==> config.mk <==
export PLATFORM = sky130hd
export DESIGN_NAME = eye_track_supervisor
export DESIGN_NICKNAME = d
export VERILOG_FILES = /design/src/rtl/eye_trk_pkg.sv /design/src/rtl/eye_box_check.sv /design/src/rtl/eye_track_supervisor.sv
export SDC_FILE = /design/constraint.sdc
export NUM_CORES = 1
export LEC_CHECK = 0
export ABC_AREA = 0
export CAP_MARGIN = 30
export CORE_AREA = 2 2 72 74
export CTS_CLUSTER_DIAMETER = 40
export DETAILED_ROUTE_END_ITERATION = 6
export DIE_AREA = 0 0 74 76
export PLACE_DENSITY = 0.67
export SLEW_MARGIN = 30
export SYNTH_ARGS = -nofsm -noshare
export SYNTH_HDL_FRONTEND = slang
export SYNTH_SLANG_ARGS = --single-unit
export TNS_END_PERCENT = 5
==> constraint.sdc <==
create_clock -name module_clk -period 2.5 [get_ports module_clk]
set_input_delay 0.5 -clock module_clk [delete_from_list [all_inputs] [get_ports module_clk]]
set_output_delay 0.5 -clock module_clk [all_outputs]
set_load 0.01 [all_outputs]
==> src/rtl/eye_trk_pkg.sv <==
// Shared definitions for the eye tracking supervisor: supervisor states,
// tracked-coordinate width and default size thresholds (pixels).
package eye_trk_pkg;

    localparam int EYE_COORD_W = 11;

    localparam logic [EYE_COORD_W-1:0] DEF_MIN_WIDE    = 11'd8;
    localparam logic [EYE_COORD_W-1:0] DEF_MAX_WIDE    = 11'd120;
    localparam logic [EYE_COORD_W-1:0] DEF_MAX_HIGH    = 11'd60;
    localparam logic [EYE_COORD_W-1:0] DEF_CLOSED_HIGH = 11'd4;

    typedef enum logic [2:0] {
        ST_IDLE    = 3'd0,
        ST_SEED    = 3'd1,
        ST_ACQUIRE = 3'd2,
        ST_TRACK   = 3'd3,
        ST_LOST    = 3'd4
    } sv_state_t;

endpackage

==> src/rtl/eye_box_check.sv <==
// Combinational plausibility check of one tracked eye box.
// Ports:
//   wide   in  tracked eye width (px, unsigned)
//   high   in  tracked eye height (px, unsigned)
//   valid  out width within [MIN_WIDE, MAX_WIDE] and height <= MAX_HIGH
//   closed out width within range and height < CLOSED_HIGH
module eye_box_check
    import eye_trk_pkg::*;
#(
    parameter logic [EYE_COORD_W-1:0] MIN_WIDE    = DEF_MIN_WIDE,
    parameter logic [EYE_COORD_W-1:0] MAX_WIDE    = DEF_MAX_WIDE,
    parameter logic [EYE_COORD_W-1:0] MAX_HIGH    = DEF_MAX_HIGH,
    parameter logic [EYE_COORD_W-1:0] CLOSED_HIGH = DEF_CLOSED_HIGH
) (
    input  logic [EYE_COORD_W-1:0] wide,
    input  logic [EYE_COORD_W-1:0] high,
    output logic                   valid,
    output logic                   closed
);

    logic wide_ok;

    assign wide_ok = (wide >= MIN_WIDE) && (wide <= MAX_WIDE);
    assign valid   = wide_ok && (high <= MAX_HIGH);
    assign closed  = wide_ok && (high < CLOSED_HIGH);

endmodule

==> src/rtl/eye_track_supervisor.sv <==
// Eye tracker supervisor: decides when the tracker is seeded, qualifies each
// frame's tracked eye sizes, declares lock / lock loss and counts consecutive
// closed-eye frames.
// Ports:
//   module_clk, module_rst_n  clock, synchronous active-low reset
//   touch_key                 raw touch key, rising edge requests a (re)seed
//   frame_end                 one-cycle end-of-frame pulse
//   det_valid                 detector boxes currently valid
//   eye{1,2}_{wide,high}_trk  tracked eye sizes
//   seed_load                 pulse: tracker latches detector boxes
//   trk_enable                tracker result in use (ACQUIRE or TRACK)
//   eye_lock                  tracking locked
//   lost_pulse                pulse on lock loss
//   eye_closed                last evaluated TRACK frame was closed-eye
//   closed_run_cnt            consecutive closed-eye frames, saturating
//   sv_state                  current state for debug
module eye_track_supervisor
    import eye_trk_pkg::*;
#(
    parameter logic [EYE_COORD_W-1:0] MIN_WIDE    = DEF_MIN_WIDE,
    parameter logic [EYE_COORD_W-1:0] MAX_WIDE    = DEF_MAX_WIDE,
    parameter logic [EYE_COORD_W-1:0] MAX_HIGH    = DEF_MAX_HIGH,
    parameter logic [EYE_COORD_W-1:0] CLOSED_HIGH = DEF_CLOSED_HIGH,
    parameter int unsigned            ACQ_FRAMES  = 3,
    parameter int unsigned            LOST_FRAMES = 8,
    parameter bit                     AUTO_SEED   = 1'b1
) (
    input  logic                   module_clk,
    input  logic                   module_rst_n,
    input  logic                   touch_key,
    input  logic                   frame_end,
    input  logic                   det_valid,
    input  logic [EYE_COORD_W-1:0] eye1_wide_trk,
    input  logic [EYE_COORD_W-1:0] eye1_high_trk,
    input  logic [EYE_COORD_W-1:0] eye2_wide_trk,
    input  logic [EYE_COORD_W-1:0] eye2_high_trk,
    output logic                   seed_load,
    output logic                   trk_enable,
    output logic                   eye_lock,
    output logic                   lost_pulse,
    output logic                   eye_closed,
    output logic [7:0]             closed_run_cnt,
    output logic [2:0]             sv_state
);

    localparam logic [3:0] ACQ_N  = 4'(ACQ_FRAMES);
    localparam logic [3:0] LOST_N = 4'(LOST_FRAMES);

    function automatic logic [7:0] sat_inc8(input logic [7:0] v);
        return (v == 8'hFF) ? v : v + 8'd1;
    endfunction

    logic      e1_valid, e1_closed, e2_valid, e2_closed;
    logic      fv, fc;
    logic      key_d0, key_d1, touch_en, seed_req;

    sv_state_t state, state_n;
    logic [3:0] good_cnt, good_n, bad_cnt, bad_n;
    logic       skip, skip_n, lock_n, closed_n;
    logic [7:0] run_n;

    eye_box_check #(
        .MIN_WIDE(MIN_WIDE), .MAX_WIDE(MAX_WIDE),
        .MAX_HIGH(MAX_HIGH), .CLOSED_HIGH(CLOSED_HIGH)
    ) u_eye1 (
        .wide(eye1_wide_trk), .high(eye1_high_trk),
        .valid(e1_valid), .closed(e1_closed)
    );

    eye_box_check #(
        .MIN_WIDE(MIN_WIDE), .MAX_WIDE(MAX_WIDE),
        .MAX_HIGH(MAX_HIGH), .CLOSED_HIGH(CLOSED_HIGH)
    ) u_eye2 (
        .wide(eye2_wide_trk), .high(eye2_high_trk),
        .valid(e2_valid), .closed(e2_closed)
    );

    assign fv       = e1_valid && e2_valid;
    assign fc       = e1_closed && e2_closed;
    assign touch_en = key_d0 & ~key_d1;
    assign seed_req = touch_en && det_valid;
    assign sv_state = state;

    always_comb begin
        state_n  = state;
        good_n   = good_cnt;
        bad_n    = bad_cnt;
        skip_n   = skip;
        lock_n   = eye_lock;
        closed_n = eye_closed;
        run_n    = closed_run_cnt;
        case (state)
            ST_IDLE: begin
                if (seed_req || (AUTO_SEED && frame_end && det_valid))
                    state_n = ST_SEED;
            end
            ST_SEED: begin
                good_n  = 4'd0;
                bad_n   = 4'd0;
                skip_n  = 1'b1;
                state_n = ST_ACQUIRE;
            end
            ST_ACQUIRE: begin
                // A seed request beats a coincident frame evaluation.
                if (seed_req) begin
                    state_n = ST_SEED;
                    lock_n  = 1'b0;
                end else if (frame_end) begin
                    if (skip) begin
                        // Tracker output still reflects the seed boxes.
                        skip_n = 1'b0;
                    end else if (fv) begin
                        bad_n = 4'd0;
                        if (good_cnt + 4'd1 == ACQ_N) begin
                            state_n = ST_TRACK;
                            lock_n  = 1'b1;
                        end else begin
                            good_n = good_cnt + 4'd1;
                        end
                    end else begin
                        good_n = 4'd0;
                        if (bad_cnt + 4'd1 == LOST_N) begin
                            state_n  = ST_LOST;
                            lock_n   = 1'b0;
                            closed_n = 1'b0;
                            run_n    = 8'd0;
                        end else begin
                            bad_n = bad_cnt + 4'd1;
                        end
                    end
                end
            end
            ST_TRACK: begin
                if (seed_req) begin
                    state_n = ST_SEED;
                    lock_n  = 1'b0;
                end else if (frame_end) begin
                    if (fv) begin
                        bad_n    = 4'd0;
                        closed_n = fc;
                        run_n    = fc ? sat_inc8(closed_run_cnt) : 8'd0;
                    end else if (bad_cnt + 4'd1 == LOST_N) begin
                        // Outputs drop on entry so they read 0 during LOST.
                        state_n  = ST_LOST;
                        lock_n   = 1'b0;
                        closed_n = 1'b0;
                        run_n    = 8'd0;
                    end else begin
                        bad_n = bad_cnt + 4'd1;
                    end
                end
            end
            ST_LOST: state_n = ST_IDLE;
            default: state_n = ST_IDLE;
        endcase
    end

    always_ff @(posedge module_clk) begin
        if (!module_rst_n) begin
            key_d0         <= 1'b0;
            key_d1         <= 1'b0;
            state          <= ST_IDLE;
            good_cnt       <= 4'd0;
            bad_cnt        <= 4'd0;
            skip           <= 1'b0;
            eye_lock       <= 1'b0;
            eye_closed     <= 1'b0;
            closed_run_cnt <= 8'd0;
            seed_load      <= 1'b0;
            lost_pulse     <= 1'b0;
            trk_enable     <= 1'b0;
        end else begin
            key_d0         <= touch_key;
            key_d1         <= key_d0;
            state          <= state_n;
            good_cnt       <= good_n;
            bad_cnt        <= bad_n;
            skip           <= skip_n;
            eye_lock       <= lock_n;
            eye_closed     <= closed_n;
            closed_run_cnt <= run_n;
            // Pulses are registered from the next state so they align with it.
            seed_load      <= (state_n == ST_SEED);
            lost_pulse     <= (state_n == ST_LOST);
            trk_enable     <= (state_n == ST_ACQUIRE) || (state_n == ST_TRACK);
        end
    end

endmodule

# Yosys cells after proc, flatten, opt, wreduce, memory -nomap -nowiden

Cells that the tools add are included.

Output and inout port bits: 16
Bits of input ports: 49
Register bits after elaboration: 27
Word-level logic and storage cells: 128

Equal/unequal tests: 23
Add/sub/neg operators: 3
Magnitude comparators: 8
Reductions and logical operators: 22
Muxes and demuxes: 58
Bitwise logic cells: 2

Operator list:

| kind                  | number |
|---|---|
| $mux W8               | 10 |
| $mux W4               | 12 |
| $mux W3               | 10 |
| $ge A11 B4 Y1 const B | 2 |
| $le A11 B6 Y1 const B | 2 |
| $le A11 B7 Y1 const B | 2 |
| $lt A11 B3 Y1 const B | 2 |
| $mux W1               | 19 |
| $pmux W8 S2           | 1 |
| $ne A3 B3 Y1 const B  | 5 |
| $eq A3 B2 Y1 const B  | 4 |
| $ne A2 B2 Y1 const B  | 6 |
| $pmux W3 S4           | 1 |
| $pmux W4 S3           | 1 |
| $reduce_and A6 Y1     | 2 |
| $logic_and A1 B1 Y1   | 10 |
| $add A4 B1 Y4 const B | 2 |
| $add A8 B1 Y8 const B | 1 |
| $eq A8 B8 Y1 const B  | 1 |
| $ne A4 B4 Y1 const B  | 2 |
| $pmux W4 S2           | 1 |
| $reduce_and A8 Y1     | 1 |
| $reduce_and A7 Y1     | 1 |
| $eq A3 B1 Y1 const B  | 2 |
| 12 further kinds      | 16 |

# Longest topological paths before layout

Gate-level depths: netlist of the first run.

Depth after elaboration: 11
Depth in mapped cells: 9
Gate-level depth less buffers: 8

# By module

Synthesis of the first run repeated with hierarchy kept, for this count alone.

Cell total of the unflattened synthesis: 210
Area total of the unflattened synthesis: 1659.1 sq um

By module, submodules not included:

| module               | times used | area an instance (sq um) | cells each | sequential area each (sq um) |
|---|---|---|---|---|
| eye_track_supervisor | 1          | 1451.4                   | 182        | 540.5 |
| eye_box_check        | 2          | 103.8                    | 14         | 0.0 |

# Least setup slack after synthesis of the first run

No wires, ideal clock.

Kind: input port to flip-flop
From: input eye1_high_trk[10]
To: register eye_lock
Cell stages on the path: 8
Library setup time: 79 ps
Path buffers: 1
Slack: 356 ps
Data arrival time: 2065 ps
Data required time: 2421 ps
Cells stage by stage: nor4_2 > nand3_2 > nor4_4 > and2_4 > and3_1 > buf_4 > a31oi_1 > a211oi_2

Cells in the longest elaborated chain, start to end: 8
Elaborated cells between the ends (all ways): 11
Those cells by class: 1 x order compare; 2 x eq/ne; 5 x mux; 3 x reduce/logical

RTL lines:

| item                    | line                        | RTL |
|---|---|---|
| from (decl)             | eye_track_supervisor.sv:34  | `input logic [EYE_COORD_W-1:0] eye1_high_trk,` |
| $le A11 B6 Y1 (*)       | eye_box_check.sv:24         | `assign valid = wide_ok && (high <= MAX_HIGH);` |
| $logic_and A1 B1 Y1 (*) | eye_box_check.sv:24         |  |
| $logic_and A1 B1 Y1 (*) | eye_track_supervisor.sv:78  | `assign fv = e1_valid && e2_valid;` |
| $mux W1                 | eye_track_supervisor.sv:112 | `end else if (fv) begin` |
| $mux W1                 | eye_track_supervisor.sv:109 | `if (skip) begin` |
| $mux W1                 | eye_track_supervisor.sv:108 | `end else if (frame_end) begin` |
| $mux W1                 | eye_track_supervisor.sv:105 | `if (seed_req) begin` |
| $pmux W1 S2             | eye_track_supervisor.sv:92  | `case (state)` |
| to (signal assigned)    | eye_track_supervisor.sv:179 | `eye_lock <= lock_n;` |
| to (decl)               | eye_track_supervisor.sv:39  | `output logic eye_lock,` |

Mark *: on every way between the ends. The rest lies on a longest branch, timed or not. The select of a mux whose other input is x is not followed.
A chain may end at the register's enable or synchronous reset.

# Worst setup path after layout of the first run

From: input eye1_high_trk[10]
To: register closed_run_cnt[3]

Cells in the longest elaborated chain, start to end: 8
Elaborated cells between the ends (all ways): 14
Those cells by class: 2 x order compare; 2 x eq/ne; 5 x mux; 5 x reduce/logical

RTL lines:

| item                 | line                        | RTL |
|---|---|---|
| $lt A11 B3 Y1        | eye_box_check.sv:25         | `assign closed = wide_ok && (high < CLOSED_HIGH);` |
| $logic_and A1 B1 Y1  | eye_box_check.sv:25         |  |
| $logic_and A1 B1 Y1  | eye_track_supervisor.sv:79  | `assign fc = e1_closed && e2_closed;` |
| $mux W8              | eye_track_supervisor.sv:141 | `run_n = fc ? sat_inc8(closed_run_cnt) : 8'd0;` |
| $mux W8              | eye_track_supervisor.sv:138 | `if (fv) begin` |
| $mux W8              | eye_track_supervisor.sv:137 | `end else if (frame_end) begin` |
| $mux W8              | eye_track_supervisor.sv:134 | `if (seed_req) begin` |
| $pmux W8 S2          | eye_track_supervisor.sv:92  |  |
| to (signal assigned) | eye_track_supervisor.sv:181 | `closed_run_cnt <= run_n;` |
| to (decl)            | eye_track_supervisor.sv:42  | `output logic [7:0] closed_run_cnt,` |

Several ways; a longest one is shown, not always the timed one. The select of a mux whose other input is x is not followed.

==> run summary, run 1 <==
Status -> complete, no violations
Endpoints failing setup -> 0
Mapped Cells -> 214
Final setup skew -> 0.00814 ns
Clock sink count -> 27
LEAKAGE -> 0.913 nW
CTS tree -> done
Worst-path clk slew -> 0.10 ns
Clock Tree Buf Depth -> 2
CP Capture Type -> flop
Pre-CTS setup slack -> -0.156 ns
Detailed-route DRC error count -> 0
Vias per cell -> 5.13
Num rows -> 26
Total setup buffers inserted after CTS -> 0
Synthesized area -> 0.00166 mm2
Area of the multi-input gates -> 0.00105 mm2
Sequential Area -> 541 um2
#FFs+latches synth -> 27
Initial antenna violation count -> 0
Startpoint types -> input port
Min Tclk post-route -> 2.28 ns
Core ar. -> 0.00491 mm2
Critical Path AT -> 2.49 ns
H-tree levels -> 1
Slew @ Worst Pin -> 0.417 ns
Vias in the first global route -> 1787
Final design utilization -> 0.514
Fill cells -> 485
GPL Wtd Cong -> 0.883
Max-cap violations -> 0
Drt first pass iters -> 4
Die X -> 74 um
Max-slew headroom -> 0.722
Synth async-reset ratio -> 0
P&R area growth vs syn -> 51.9%
Cts hold-fix bufs -> 0
DR WL/cell -> 12.2 um
GRT overflow -> 0
Post-DP HPWL -> 3540 um
Initial drt markers -> 162
Critical path class -> input port to flop
Required @ worst endpoint -> 2.71 ns
Die area -> 0.00562 mm2
YS warnings -> 0
Unrepaired setup endpoints after global routing -> false
Tot GR Track Use -> 0.171
CTS resizes -> 0
N_diodes -> 0
Syn avg cell area -> 7.76 um2
Worst setup margin -> 0.216 ns
Pin count of the biggest net entering global routing -> 17
Main synth FF type -> dfxtp_1
Port Buf Inserts -> 64
DR vias -> 1848
Num CTS Buffers -> 3
Nets@finish -> 344
Crit share post-route -> 0.914
First-pass GRT wire length -> 7870 um
Maximum achievable frequency -> 438 MHz
Top cell type's share of synthesized area -> 0.325
Crit path max fanout -> 8
Post-synth top area cell -> dfxtp_1
Post-synthesis sequential area ratio -> 0.325
WL final -> 4400 um
Clk Latency, worst-skew pair -> 0.28 ns
Pwr per Cell Area -> 393 mW/mm2
Post-synth EDFFs -> 0
Root buf cell -> clkbuf_8
Io pins -> 65
Peak VDD IR -> 0.217 mV
Top cells by area, synth -> dfxtp_1, nand2_1, a21oi_1, nor2_1, o2111ai_1
Synth cell types -> 46
Hold Vio Cnt, Final -> 0
Share of layout cells above drive strength 1 -> 0.110
Worst hold path class -> flop to flop
Synthesized Nets -> 267
Post-DRT Antenna Nets -> 0
Final slew viol count -> 0
Die height -> 76 um
Initial core utilization -> 0.338
## cell usage after synthesis, types with 6 or more instances
cell and number:
o21ai_1 6, nor4_1 6, nor2_1 18, o2111ai_1 7, o21ai_0 8, inv_1 9
nor3_1 8, nand3_1 10, and3_1 7, dfxtp_1 27, nand4_1 9, a21oi_1 17
clkbuf_1 6, nand2_1 24
## kinds of logic (layout without fill, tap and decap cells)
logic type / count (synthesis) / in the layout / synth area share
xor gates and xnor gates: 2 / 2 / 0.0105
DFF: 27 / 27 / 0.325
AOI/OAI and AO/OA: 59 / 59 / 0.236
adders and majority gates: 4 / 4 / 0.0301
buffers and inverters: 17 / 93 / 0.0414
muxes: 1 / 1 / 0.00678
and+or+nand+nor: 104 / 104 / 0.350
## power breakdown
group / total [W] / internal (W) / switching, W
Clock: 0.000258 / 0.000113 / 0.000144
Combinational: 0.000263 / 0.000149 / 0.000115
Sequential: 0.000472 / 0.000446 / 0.0000253
## worst paths after layout
kind,startpoint,to,slack (ns),cells past startpoint
max,eye1_high_trk[10],closed_run_cnt[3],0.22,9
min,key_d0,key_d1,0.45,1
max reg2reg,closed_run_cnt[0],closed_run_cnt[1],0.50,8
min reg2reg,key_d0,key_d1,0.45,1
## cells in the final DEF (no fill, tap or decap), types with 6 or more instances in the layout
master / count
o21ai_1: 6
o2111ai_1: 7
nand3_1: 10
nand2_1: 24
nand4_1: 9
dfxtp_1: 27
buf_4: 16
nor2_1: 18
clkdlybuf4s50_1: 64
a21oi_1: 17
and3_1: 7
o21ai_0: 8
nor4_1: 6
inv_1: 9
nor3_1: 8
## worst max-delay path, stage by stage
cell	delay, ns
clkdlybuf4s50_1	0.41
nor4_2	0.29
nand3_2	0.15
nor4_4	0.34
nand2_2	0.20
nor3_4	0.18
buf_4	0.18
a21oi_1	0.07
o22ai_1	0.16
## layout make-up
class / instances / area share
inverter: 9 / 0.0134
clock buffer: 3 / 0.0164
multi-input combinational: 170 / 0.417
tap: 70 / 0.0347
sequential: 27 / 0.214
timing repair buffer: 80 / 0.301
clock inverter: 1 / 0.00297
## metal layers
| layer | part of all wire | track usage |
|---|---|---|
| met1 | 0.47 | 0.235 |
| met3 | 0.051 | 0.0265 |
| met5 | 0 | 0 |
| met2 | 0.47 | 0.275 |
| met4 | 0.0079 | 0.0455 |
## registers in the layout, summed over array words and instances (netlist names)
signal	cells
trk_enable	1
good_cnt	4
key_d0	1
closed_run_cnt	8
seed_load	1
eye_lock	1
sv_state	3
bad_cnt	4
key_d1	1
lost_pulse	1
skip	1
eye_closed	1
## stage by stage
stage          area (um2)  hold slack [ns]  cells  total power (W)  setup TNS, ns
2_1_floorplan        1660            0.421    214         0.000594              0
3_3_place_gp         2470            0.430    356         0.000743         -0.486
3_5_place_dp         2470            0.432    356         0.000744          -1.94
4_1_cts              2520            0.459    360          0.00100              0
5_1_grt              2520            0.469    360          0.00105              0
6_report             2520            0.454    360         0.000993              0
No activity file was read; power rests on OpenSTA's default activity.
==> run 2, diff against run 1 <==
--- a/config.mk
+++ b/config.mk
@@ -11,6 +11,7 @@
 export CTS_CLUSTER_DIAMETER = 40
 export DETAILED_ROUTE_END_ITERATION = 6
 export DIE_AREA = 0 0 74 76
+export HOLD_SLACK_MARGIN = 0.15
 export PLACE_DENSITY = 0.67
 export SLEW_MARGIN = 30
 export SYNTH_ARGS = -nofsm -noshare
==> results of run 2 <==
Final layout, timing and power as in run 1 (identical DEF).
==> run 3, diff against run 2 <==
--- a/config.mk
+++ b/config.mk
@@ -6,15 +6,16 @@
 export NUM_CORES = 1
 export LEC_CHECK = 0
 export ABC_AREA = 0
+export ABC_CLOCK_PERIOD_IN_PS = 2500
 export CAP_MARGIN = 30
-export CORE_AREA = 2 2 72 74
+export CORE_AREA = 2 2 65 67
 export CTS_CLUSTER_DIAMETER = 40
 export DETAILED_ROUTE_END_ITERATION = 6
-export DIE_AREA = 0 0 74 76
+export DIE_AREA = 0 0 67 69
 export HOLD_SLACK_MARGIN = 0.15
-export PLACE_DENSITY = 0.67
+export PLACE_DENSITY = 0.79
 export SLEW_MARGIN = 30
 export SYNTH_ARGS = -nofsm -noshare
 export SYNTH_HDL_FRONTEND = slang
 export SYNTH_SLANG_ARGS = --single-unit
-export TNS_END_PERCENT = 5
+export TNS_END_PERCENT = 10
==> run summary, run 3 (same netlist as run 1, synthesis figures left out) <==
Core ar. -> 0.00391 mm2
Slew @ Worst Pin -> 0.435 ns
LEAKAGE -> 0.932 nW
Post-DP HPWL -> 3770 um
H-tree levels -> 1
Hold_ws -> 0.454 ns
Largest regs -> closed_run_cnt: 8 flops, bad_cnt: 4 flops, good_cnt: 4 flops
Final slew viol count -> 0
Endpoints failing setup -> 0
GRT overflow -> 0
N_diodes -> 0
Tot GR Track Use -> 0.210
Crit-path most repeated cell -> a21oi_1
Pwr per Cell Area -> 388 mW/mm2
Worst setup margin -> 0.0698 ns
Critical Path AT -> 2.62 ns
Startpoint types -> input port
Final setup skew -> 0.00599 ns
Initial core utilization -> 0.425
Slowest CP cell -> clkdlybuf4s50_1
Hold Vio Cnt, Final -> 0
Clk Latency, worst-skew pair -> 0.27 ns
Crit-path cells -> clkdlybuf4s50_1, nor4_2, nand3_2, nor4_4, buf_4, a21oi_1, o221ai_2, a21oi_1, o22ai_1
Drt first pass iters -> 4
CTS tree -> done
CP Capture Type -> flop
Post-DRT Antenna Nets -> 0
Port Buf Inserts -> 64
Detailed-route DRC error count -> 0
Share of layout cells above drive strength 1 -> 0.122
Nets@finish -> 348
Critical path class -> input port to flop
Most frequent cells in the layout -> clkdlybuf4s50_1, dfxtp_1, nand2_1
Cts hold-fix bufs -> 0
Fill cells -> 362
Max FFs per register -> 8
Crit path max fanout -> 7
Die area -> 0.00462 mm2
First-pass GRT wire length -> 7850 um
Clock Tree Buf Depth -> 2
Pre-CTS setup slack -> -0.211 ns
Worst hold path class -> flop to flop
Peak VDD IR -> 0.434 mV
Min Tclk post-route -> 2.43 ns
Initial drt markers -> 173
Maximum achievable frequency -> 411 MHz
Die X -> 67 um
Unrepaired setup endpoints after global routing -> true
Required @ worst endpoint -> 2.69 ns
Status -> complete, no violations
Crit share post-route -> 0.972
Io pins -> 65
Die height -> 69 um
Root buf cell -> clkbuf_8
Worst-path clk slew -> 0.09 ns
Num rows -> 23
Commonest non-fill, non-tap cell in the layout -> clkdlybuf4s50_1
CP max stage delay -> 0.41 ns
Num CTS Buffers -> 3
Pin count of the biggest net entering global routing -> 15
Initial antenna violation count -> 0
Hold Path Stages -> 1
Clock sink count -> 27
GPL Wtd Cong -> 0.854
P&R area growth vs syn -> 52.3%
Vias in the first global route -> 1818
Tot Pwr -> 0.000982 W
WL final -> 4810 um
DR vias -> 1918
Worst R2R Path Depth -> 8
Max-slew headroom -> 0.710
Largest register by flop count -> closed_run_cnt
Vias per cell -> 5.58
DR WL/cell -> 14.0 um
Max-cap violations -> 0
## run 3: cell types whose count changed in the layout (fill, tap and decap cells not counted)
cell | before | now
buf_4 | 16 | 20
clkbuf_1 | 0 | 1
clkinvlp_4 | 1 | 0
nor4_1 | 6 | 5
nor4_2 | 3 | 4
## run 3: worst paths after layout
kind / start / to / slack (ns)
worst max-delay path: eye1_high_trk[10] / closed_run_cnt[2] / 0.07
worst min-delay path: key_d0 / key_d1 / 0.45
worst max register to register: closed_run_cnt[0] / closed_run_cnt[1] / 0.52
worst min register to register: key_d0 / key_d1 / 0.45
## run 3: through the flow
stage | instances | instance area, um2 | setup TNS [ns] | util
floorplan | 214 | 1660 | 0 | -
detailed placement | 336 | 2450 | -2.38 | 0.626
global route | 344 | 2530 | -0.380 | 0.647
finish | 344 | 2530 | 0 | 0.647
global placement | 336 | 2450 | -1.14 | 0.626
CTS | 340 | 2490 | 0 | 0.637
## run 3: critical path: cells and delay by family
kind / cells / cell delay (ns)
AOI/OAI and AO/OA: 4 / 0.74
buffers and inverters: 2 / 0.58
and+or+nand+nor: 3 / 0.81
## run 3: repair_timing
action | CTS | global route
endpoints found under the hold margin | 0 | 0
endpoints found under the setup margin | 0 | 8
resized for setup | 0 | 1
buffers inserted | 0 | 4
## run 3: cell type report
cell class	instances	area (um2)	share of cell area
Timing Repair Buffer	84	791	0.312
Sequential cell	27	541	0.214
Multi-Input combinational cell	170	1060	0.418
Tap cell	50	62.6	0.0247
Inverter	9	33.8	0.0133
Clock buffer	4	45.0	0.0178
## run 3: metal layers
| metal | track usage | routed length [um] |
|---|---|---|
| met5 | 0 | 0 |
| met1 | 0.277 | 2080 |
| met4 | 0.0522 | 61 |
| met2 | 0.349 | 2470 |
| met3 | 0.0392 | 205 |
## run 3: power breakdown
group | total, W | internal, W | switching [W]
logic | 0.000263 | 0.000149 | 0.000115
clock network | 0.000246 | 0.000114 | 0.000131
registers | 0.000473 | 0.000446 | 0.0000268
total | 0.000982 | 0.000709 | 0.000273
